<file path="src/rtl/sw_pkg.sv">
`default_nettype none
// ============================================================================
//  Module      : sw_pkg (package)
//  Description : Shared types, DNA symbol codes and saturating arithmetic
//                helpers for the Smith-Waterman affine-gap PE.
//                The helpers work on 32-bit unsigned values, so every
//                parameterised score width up to 31 bits can use them. The
//                caller casts the result back down to its own width.
//  Revision    : 1.0 - initial release
// ============================================================================
package sw_pkg;

    localparam int SYM_W_DEF   = 2;
    localparam int SCORE_W_DEF = 10;

    typedef logic [SYM_W_DEF-1:0]   sym_t;
    typedef logic [SCORE_W_DEF-1:0] score_t;

    // DNA symbol encoding
    localparam sym_t C_SYM_A = 2'd0;
    localparam sym_t C_SYM_C = 2'd1;
    localparam sym_t C_SYM_G = 2'd2;
    localparam sym_t C_SYM_T = 2'd3;

    // a - b, floored at 0
    function automatic logic [31:0] sat_sub(input logic [31:0] a, input logic [31:0] b);
        return (a > b) ? (a - b) : 32'd0;
    endfunction

    // a + b, ceiled at maxv
    function automatic logic [31:0] sat_add(input logic [31:0] a, input logic [31:0] b,
                                            input logic [31:0] maxv);
        logic [32:0] s;
        s = {1'b0, a} + {1'b0, b};
        return (s > {1'b0, maxv}) ? maxv : s[31:0];
    endfunction

    function automatic logic [31:0] max3(input logic [31:0] a, input logic [31:0] b,
                                         input logic [31:0] c);
        logic [31:0] m;
        m = (a > b) ? a : b;
        return (m > c) ? m : c;
    endfunction

endpackage
`default_nettype wire

</file>
<file path="src/rtl/sw_score_cell.sv">
`default_nettype none
// ============================================================================
//  Module      : sw_score_cell
//  Description : Combinational affine-gap Smith-Waterman cell update.
//                Computes the substitution-adjusted diagonal, E (horizontal
//                gap), F (vertical gap) and the new H score, all saturating.
//  Ports       : t_sym/s_sym   reference / query symbols
//                h_diag        H(i-1,j-1)
//                h_left/e_left H(i,j-1) / E(i,j-1)
//                v_in/f_in     H(i-1,j) / F(i-1,j)
//                e/f/h         resulting E, F, H for cell (i,j)
//  Revision    : 1.0 - initial release
// ============================================================================
module sw_score_cell
    import sw_pkg::*;
#(
    parameter int SYM_W    = 2,
    parameter int SCORE_W  = 10,
    parameter int MATCH    = 2,
    parameter int MISMATCH = 1,
    parameter int GAP_OPEN = 2,
    parameter int GAP_EXT  = 1
) (
    input  logic [SYM_W-1:0]   t_sym,
    input  logic [SYM_W-1:0]   s_sym,
    input  logic [SCORE_W-1:0] h_diag,
    input  logic [SCORE_W-1:0] h_left,
    input  logic [SCORE_W-1:0] e_left,
    input  logic [SCORE_W-1:0] v_in,
    input  logic [SCORE_W-1:0] f_in,
    output logic [SCORE_W-1:0] e,
    output logic [SCORE_W-1:0] f,
    output logic [SCORE_W-1:0] h
);

    localparam logic [31:0] C_MAX = (32'd1 << SCORE_W) - 32'd1;

    logic [31:0] w_diag;
    logic [31:0] w_e;
    logic [31:0] w_f;

    always_comb begin
        w_diag = (t_sym == s_sym) ? sat_add(32'(h_diag), 32'(MATCH), C_MAX)
                                  : sat_sub(32'(h_diag), 32'(MISMATCH));
        w_e    = sat_sub(32'(h_left), 32'(GAP_OPEN));
        w_e    = max3(w_e, sat_sub(32'(e_left), 32'(GAP_EXT)), 32'd0);
        w_f    = sat_sub(32'(v_in), 32'(GAP_OPEN));
        w_f    = max3(w_f, sat_sub(32'(f_in), 32'(GAP_EXT)), 32'd0);
    end

    // Every term is already >= 0, so the max with 0 is implicit.
    assign e = SCORE_W'(w_e);
    assign f = SCORE_W'(w_f);
    assign h = SCORE_W'(max3(w_diag, w_e, w_f));

endmodule
`default_nettype wire

</file>
<file path="src/rtl/sw_pe_affine_best.sv">
`default_nettype none
// ============================================================================
//  Module      : sw_pe_affine_best
//  Description : Systolic Smith-Waterman PE (affine gaps) with bubble handling
//                and running best-score/position tracking along the chain.
//  Ports       : clk, rst (async, active-high)
//                s_in/store_s        query symbol load (clears alignment state)
//                valid_in, t_in, col_in, v_in, f_in, best_*_in  upstream beat
//                valid_out, t_out, col_out, v_out, f_out, best_*_out
//                                    registered beat toward the next PE
//  Revision    : 1.0 - initial release
// ============================================================================
module sw_pe_affine_best
    import sw_pkg::*;
#(
    parameter int SYM_W    = 2,
    parameter int SCORE_W  = 10,
    parameter int COL_W    = 16,
    parameter int ROW_ID   = 0,
    parameter int MATCH    = 2,
    parameter int MISMATCH = 1,
    parameter int GAP_OPEN = 2,
    parameter int GAP_EXT  = 1
) (
    input  logic               clk,
    input  logic               rst,
    input  logic [SYM_W-1:0]   s_in,
    input  logic               store_s,
    input  logic               valid_in,
    input  logic [SYM_W-1:0]   t_in,
    input  logic [COL_W-1:0]   col_in,
    input  logic [SCORE_W-1:0] v_in,
    input  logic [SCORE_W-1:0] f_in,
    input  logic [SCORE_W-1:0] best_in,
    input  logic [15:0]        best_row_in,
    input  logic [COL_W-1:0]   best_col_in,
    output logic               valid_out,
    output logic [SYM_W-1:0]   t_out,
    output logic [COL_W-1:0]   col_out,
    output logic [SCORE_W-1:0] v_out,
    output logic [SCORE_W-1:0] f_out,
    output logic [SCORE_W-1:0] best_out,
    output logic [15:0]        best_row_out,
    output logic [COL_W-1:0]   best_col_out
);

    localparam logic [15:0] C_ROW = 16'(ROW_ID);

    logic [SYM_W-1:0]   r_s;
    logic [SCORE_W-1:0] r_h_diag;
    logic [SCORE_W-1:0] r_h_left;
    logic [SCORE_W-1:0] r_e_left;
    logic [SCORE_W-1:0] r_own_best;
    logic [COL_W-1:0]   r_own_col;

    logic [SCORE_W-1:0] w_e;
    logic [SCORE_W-1:0] w_f;
    logic [SCORE_W-1:0] w_h;
    logic               w_upd;
    logic [SCORE_W-1:0] w_best_new;
    logic [COL_W-1:0]   w_col_new;
    logic               w_take_own;

    sw_score_cell #(
        .SYM_W    (SYM_W),
        .SCORE_W  (SCORE_W),
        .MATCH    (MATCH),
        .MISMATCH (MISMATCH),
        .GAP_OPEN (GAP_OPEN),
        .GAP_EXT  (GAP_EXT)
    ) u_cell (
        .t_sym  (t_in),
        .s_sym  (r_s),
        .h_diag (r_h_diag),
        .h_left (r_h_left),
        .e_left (r_e_left),
        .v_in   (v_in),
        .f_in   (f_in),
        .e      (w_e),
        .f      (w_f),
        .h      (w_h)
    );

    // Strict > keeps the earliest column on ties; the chain compare then uses
    // the updated own best, and a tie there keeps the upstream (lower) row.
    assign w_upd      = (w_h > r_own_best);
    assign w_best_new = w_upd ? w_h : r_own_best;
    assign w_col_new  = w_upd ? col_in : r_own_col;
    assign w_take_own = (w_best_new > best_in);

    always_ff @(posedge clk or posedge rst) begin
        if (rst) begin
            r_s          <= '0;
            r_h_diag     <= '0;
            r_h_left     <= '0;
            r_e_left     <= '0;
            r_own_best   <= '0;
            r_own_col    <= '0;
            valid_out    <= 1'b0;
            t_out        <= '0;
            col_out      <= '0;
            v_out        <= '0;
            f_out        <= '0;
            best_out     <= '0;
            best_row_out <= '0;
            best_col_out <= '0;
        end else if (store_s) begin
            // A beat arriving together with a load is dropped.
            r_s        <= s_in;
            r_h_diag   <= '0;
            r_h_left   <= '0;
            r_e_left   <= '0;
            r_own_best <= '0;
            r_own_col  <= '0;
            valid_out  <= 1'b0;
        end else if (valid_in) begin
            r_h_diag   <= v_in;
            r_h_left   <= w_h;
            r_e_left   <= w_e;
            r_own_best <= w_best_new;
            r_own_col  <= w_col_new;
            valid_out  <= 1'b1;
            t_out      <= t_in;
            col_out    <= col_in;
            v_out      <= w_h;
            f_out      <= w_f;
            if (w_take_own) begin
                best_out     <= w_best_new;
                best_row_out <= C_ROW;
                best_col_out <= w_col_new;
            end else begin
                best_out     <= best_in;
                best_row_out <= best_row_in;
                best_col_out <= best_col_in;
            end
        end else begin
            // Bubble: only the valid flag drops, everything else holds.
            valid_out <= 1'b0;
        end
    end

endmodule
`default_nettype wire
</file>
<file path="config.mk">
export PLATFORM = sky130hd
export DESIGN_NAME = sw_pe_affine_best
export DESIGN_NICKNAME = d
export VERILOG_FILES = /design/src/rtl/sw_pkg.sv /design/src/rtl/sw_score_cell.sv /design/src/rtl/sw_pe_affine_best.sv
export SDC_FILE = /design/constraint.sdc
export NUM_CORES = 1
export LEC_CHECK = 0
export ABC_AREA = 0
export CELL_PAD_IN_SITES_DETAIL_PLACEMENT = 0
export CELL_PAD_IN_SITES_GLOBAL_PLACEMENT = 2
export CORE_MARGIN = 2
export CORE_UTILIZATION = 30
export CTS_CLUSTER_DIAMETER = 120
export DETAILED_ROUTE_END_ITERATION = 8
export MAX_ROUTING_LAYER = met4
export PLACE_DENSITY_LB_ADDON = 0.1
export SLEW_MARGIN = 20
export SYNTH_ARGS = -nofsm -noshare
export SYNTH_HDL_FRONTEND = slang
export SYNTH_HIERARCHICAL = 1
export SYNTH_SLANG_ARGS = --single-unit
</file>
<file path="constraint.sdc">
create_clock -name clk -period 13.4 [get_ports clk]
set_input_delay 1.34 -clock clk [delete_from_list [all_inputs] [get_ports clk]]
set_output_delay 1.34 -clock clk [all_outputs]
set_load 0.02 [all_outputs]
</file>
==> flow_metrics.env <==
export IMPL_groute_usage_overall_pct=18.6
export IMPL_detailedPlacementHpwl_um=21100
export IMPL_die_height_um=183
export IMPL_share_of_cells_above_drive_strength_1_pct=7.70
export IMPL_hold_buffers=0
export IMPL_flow_area_growth_from_synthesis_pct=26.7
export IMPL_wl_per_cell_um=17.9
export IMPL_global_route_overflow_total=0
export IMPL_cp_data_arrival_time_ns=11.68
export IMPL_grt_pass1_wl_um=46600
export IMPL_post_cts_repair_setup_buffers=0
export IMPL_rsz0062_at_grt="no"
export IMPL_rr_startpoint="r_h_left[7]$_DFFE_PP0P_"
export IMPL_critPathMaxStageDelay_ns=0.82
export IMPL_flop_to_flop_setup_slack_ns=2.08
export IMPL_worstPathRequired_ns=13.76
export IMPL_fin_crit_ns=11.32
export IMPL_diodes=0
export IMPL_routed_via_density=4.90
export IMPL_core_area_mm2=0.0316
export IMPL_vias=8013
export IMPL_clk_latency_worst_skew_pair_ns=0.44
export IMPL_layout_core_utilization_pct=38.5
export IMPL_yosysMostFrequentCell="nand2_1"
export IMPL_hp_start="f_out[2]$_DFFE_PP0P_"
export IMPL_synth_cell_area_mm2=0.00959
export IMPL_worstPathMaxFanout=26
export IMPL_worst_slew_pin_transition_ns=1.11
export IMPL_path_buf_inv=3
export IMPL_number_of_antenna_violations_at_the_first_check_in_global_routing=0
export IMPL_run_status="finished clean"
export IMPL_fill_cells=3233
export IMPL_hp_class="reg2reg"
export IMPL_drtPass1Iterations=4
export IMPL_ys_types=73
export IMPL_async_flop_share_pct=100
export IMPL_route_antenna_remaining_nets=0
export IMPL_numCtsBuffers=17
export IMPL_maxSlewViolCount=0
export IMPL_cts_max_level=4
export IMPL_timing_final_crit_share_pct=84.5
export IMPL_post_cts_resized_instances=0
export IMPL_drt_total_wl_um=29200
export IMPL_post_route_drc_count=0
export IMPL_max_cap_violations=0
export IMPL_synthDominantCellAreaShare_pct=36.3
export IMPL_die_w_um=183
export IMPL_synthesized_netlist_net_count=1245
export IMPL_skew_ns=0.0130
export IMPL_dieArea_mm2=0.0334
export IMPL_yosys_top_cells_area="dfrtp_1 36%, ha_1 11%, mux2i_1 9.0%"
export IMPL_hold_end="f_out[2]$_DFFE_PP0P_"
export IMPL_synth_seq_area_share_pct=36.3
export IMPL_worst_setup_path_start_kind="flop"
export IMPL_first_global_vias=8195
export IMPL_crit_reg2reg_capture="best_out[1]$_DFFE_PP0P_"
export IMPL_cts_root_buf="clkbuf_16"
export IMPL_area_taken_by_multi_input_logic_gates_mm2=0.00552
export IMPL_worst_hold_slack_ns=0.477
export IMPL_crit_family="compound AO/OA/AOI/OAI gates"
export IMPL_max_slew_margin_rel_pct=26.0
export IMPL_clock_path_buffers=2
export IMPL_hold_path_depth=2
export IMPL_fmaxAchievable_mhz=88.4
export IMPL_tritoncts_clock_tree="done"
export IMPL_final_nets=1390
export IMPL_final_setup_viol_count=0
export IMPL_gpl_final_weighted_congestion=0.824
export IMPL_timing_critical_path_slowest_stage_cell="o21ai_1"
export IMPL_postSynthCellCount=1077
export IMPL_ioPinCount=167
export IMPL_synth_avg_cell_area_um2=8.91
export IMPL_dominant_cell_type_by_area_after_synthesis="dfrtp_1"
export IMPL_start_util_pct=30.4
export IMPL_synthFlopType="dfrtp_1"
export IMPL_warnings_synthesis=6
export IMPL_cp_common_cell="ha_1"
export IMPL_final_hold_viol_count=0
export IMPL_timing_critical_path_to_type="flop"
export IMPL_tns_ns=0
export IMPL_post_synth_edffs=0
export IMPL_area_occupied_by_registers_mm2=0.00348
export IMPL_worst_setup_hold_path_clk_slew_ns=0.06
export IMPL_synth_cells_most_frequent="155 x nand2_1, 139 x dfrtp_1, 111 x nor2_1, 100 x inv_1, 86 x mux2i_1"
export IMPL_synth_seq_cells=139
export IMPL_pin_count_of_the_biggest_net_entering_global_routing=80
export IMPL_rr_worst_depth=40
export IMPL_row_count=65
export IMPL_clock_sinks=139
export IMPL_port_buffers=166
export IMPL_timing_worst_setup_path_type="reg2reg"
export IMPL_drt_iter0_drc=369
## worst min-delay path, cell delays in order (launching register included)
cell and delay, ns:
dfrtp_1 0.34, nand2_1 0.05, nand2_1 0.06
## layout make-up
cell class,count,share of cell area (%)
Multi-Input combinational cell,789,45.4
Sequential cell,139,28.6
Timing Repair Buffer,173,14.0
Tap cell,402,4.14
Clock buffer,18,3.61
Inverter,102,3.19
Clock inverter,13,0.968
## worst max-delay path by stage
stage | startpoint | depth (start not counted) | endpoint | slack [ns]
floorplan | r_h_left[3]$_DFFE_PP0P_ | 44 | best_col_out[0]$_DFFE_PP0P_ | 4.10
global placement | r_h_left[7]$_DFFE_PP0P_ | 40 | best_out[1]$_DFFE_PP0P_ | 1.60
detailed placement | r_h_left[7]$_DFFE_PP0P_ | 40 | best_out[0]$_DFFE_PP0P_ | 1.70
CTS | r_h_left[7]$_DFFE_PP0P_ | 40 | best_out[1]$_DFFE_PP0P_ | 1.62
global route | r_e_left[3]$_DFFE_PP0P_ | 39 | best_out[8]$_DFFE_PP0P_ | 1.10
finish | r_h_left[7]$_DFFE_PP0P_ | 40 | best_out[1]$_DFFE_PP0P_ | 2.08
## layer usage
metal | GRT usage (%) | vias up | part of all wire [%]
li1 | - | 4036 | -
met3 | 5.46 | 21 | 5.1
met5 | - | - | 0
met2 | 28.5 | 139 | 45
met4 | 4.35 | 0 | 1.2
met1 | 24.3 | 3817 | 48
## through the flow
stage,cell area [µm²],std cells,setup slack (ns)
6_report,12200,1636,2.08
5_1_grt,12200,1636,1.10
4_1_cts,12100,1636,1.62
3_5_place_dp,11600,1605,1.70
3_3_place_gp,11600,1605,1.60
2_1_floorplan,9590,1077,4.10
## cell usage in the layout (no fill, tap or decap), types with 4 or more instances in the layout
master,count
a211oi_1,13
a211oi_2,4
a21o_1,4
a21oi_1,37
a22o_1,16
a22oi_1,10
buf_4,7
clkbuf_16,17
clkdlybuf4s50_1,164
clkinv_2,5
dfrtp_1,139
ha_1,82
inv_1,99
inv_6,4
mux2_2,20
mux2i_1,86
nand2_1,155
nand2b_1,8
nand3_1,29
nand4_1,13
nand4b_1,4
nor2_1,111
nor2b_1,4
nor3_1,15
nor4_1,9
o211ai_1,21
o21ai_0,38
o21ai_1,10
o31ai_1,8
or3_1,4
or4_1,6
xnor2_1,16
xor2_1,8
## state kept, by name, indices dropped and copies added (netlist names)
register / count
v_out: 10
r_s: 2
col_out: 16
best_col_out: 16
valid_out: 1
f_out: 10
best_row_out: 16
r_h_left: 10
r_e_left: 10
best_out: 10
r_h_diag: 10
r_own_col: 16
t_out: 2
r_own_best: 10
## cell families (layout without fill, tap and decap cells)
family	Yosys count	after routing	synth area share (%)
mux	111	111	12.2
simple gates	382	382	18.6
flops	139	139	36.3
compound gates	190	190	13.7
fa+ha+maj	82	82	10.7
xor+xnor	24	24	2.19
buf+inv	149	306	6.34
Power is left out: the tool's default activity adds up to more than one toggle a clock period on the data nets, which glitch-free logic cannot reach.
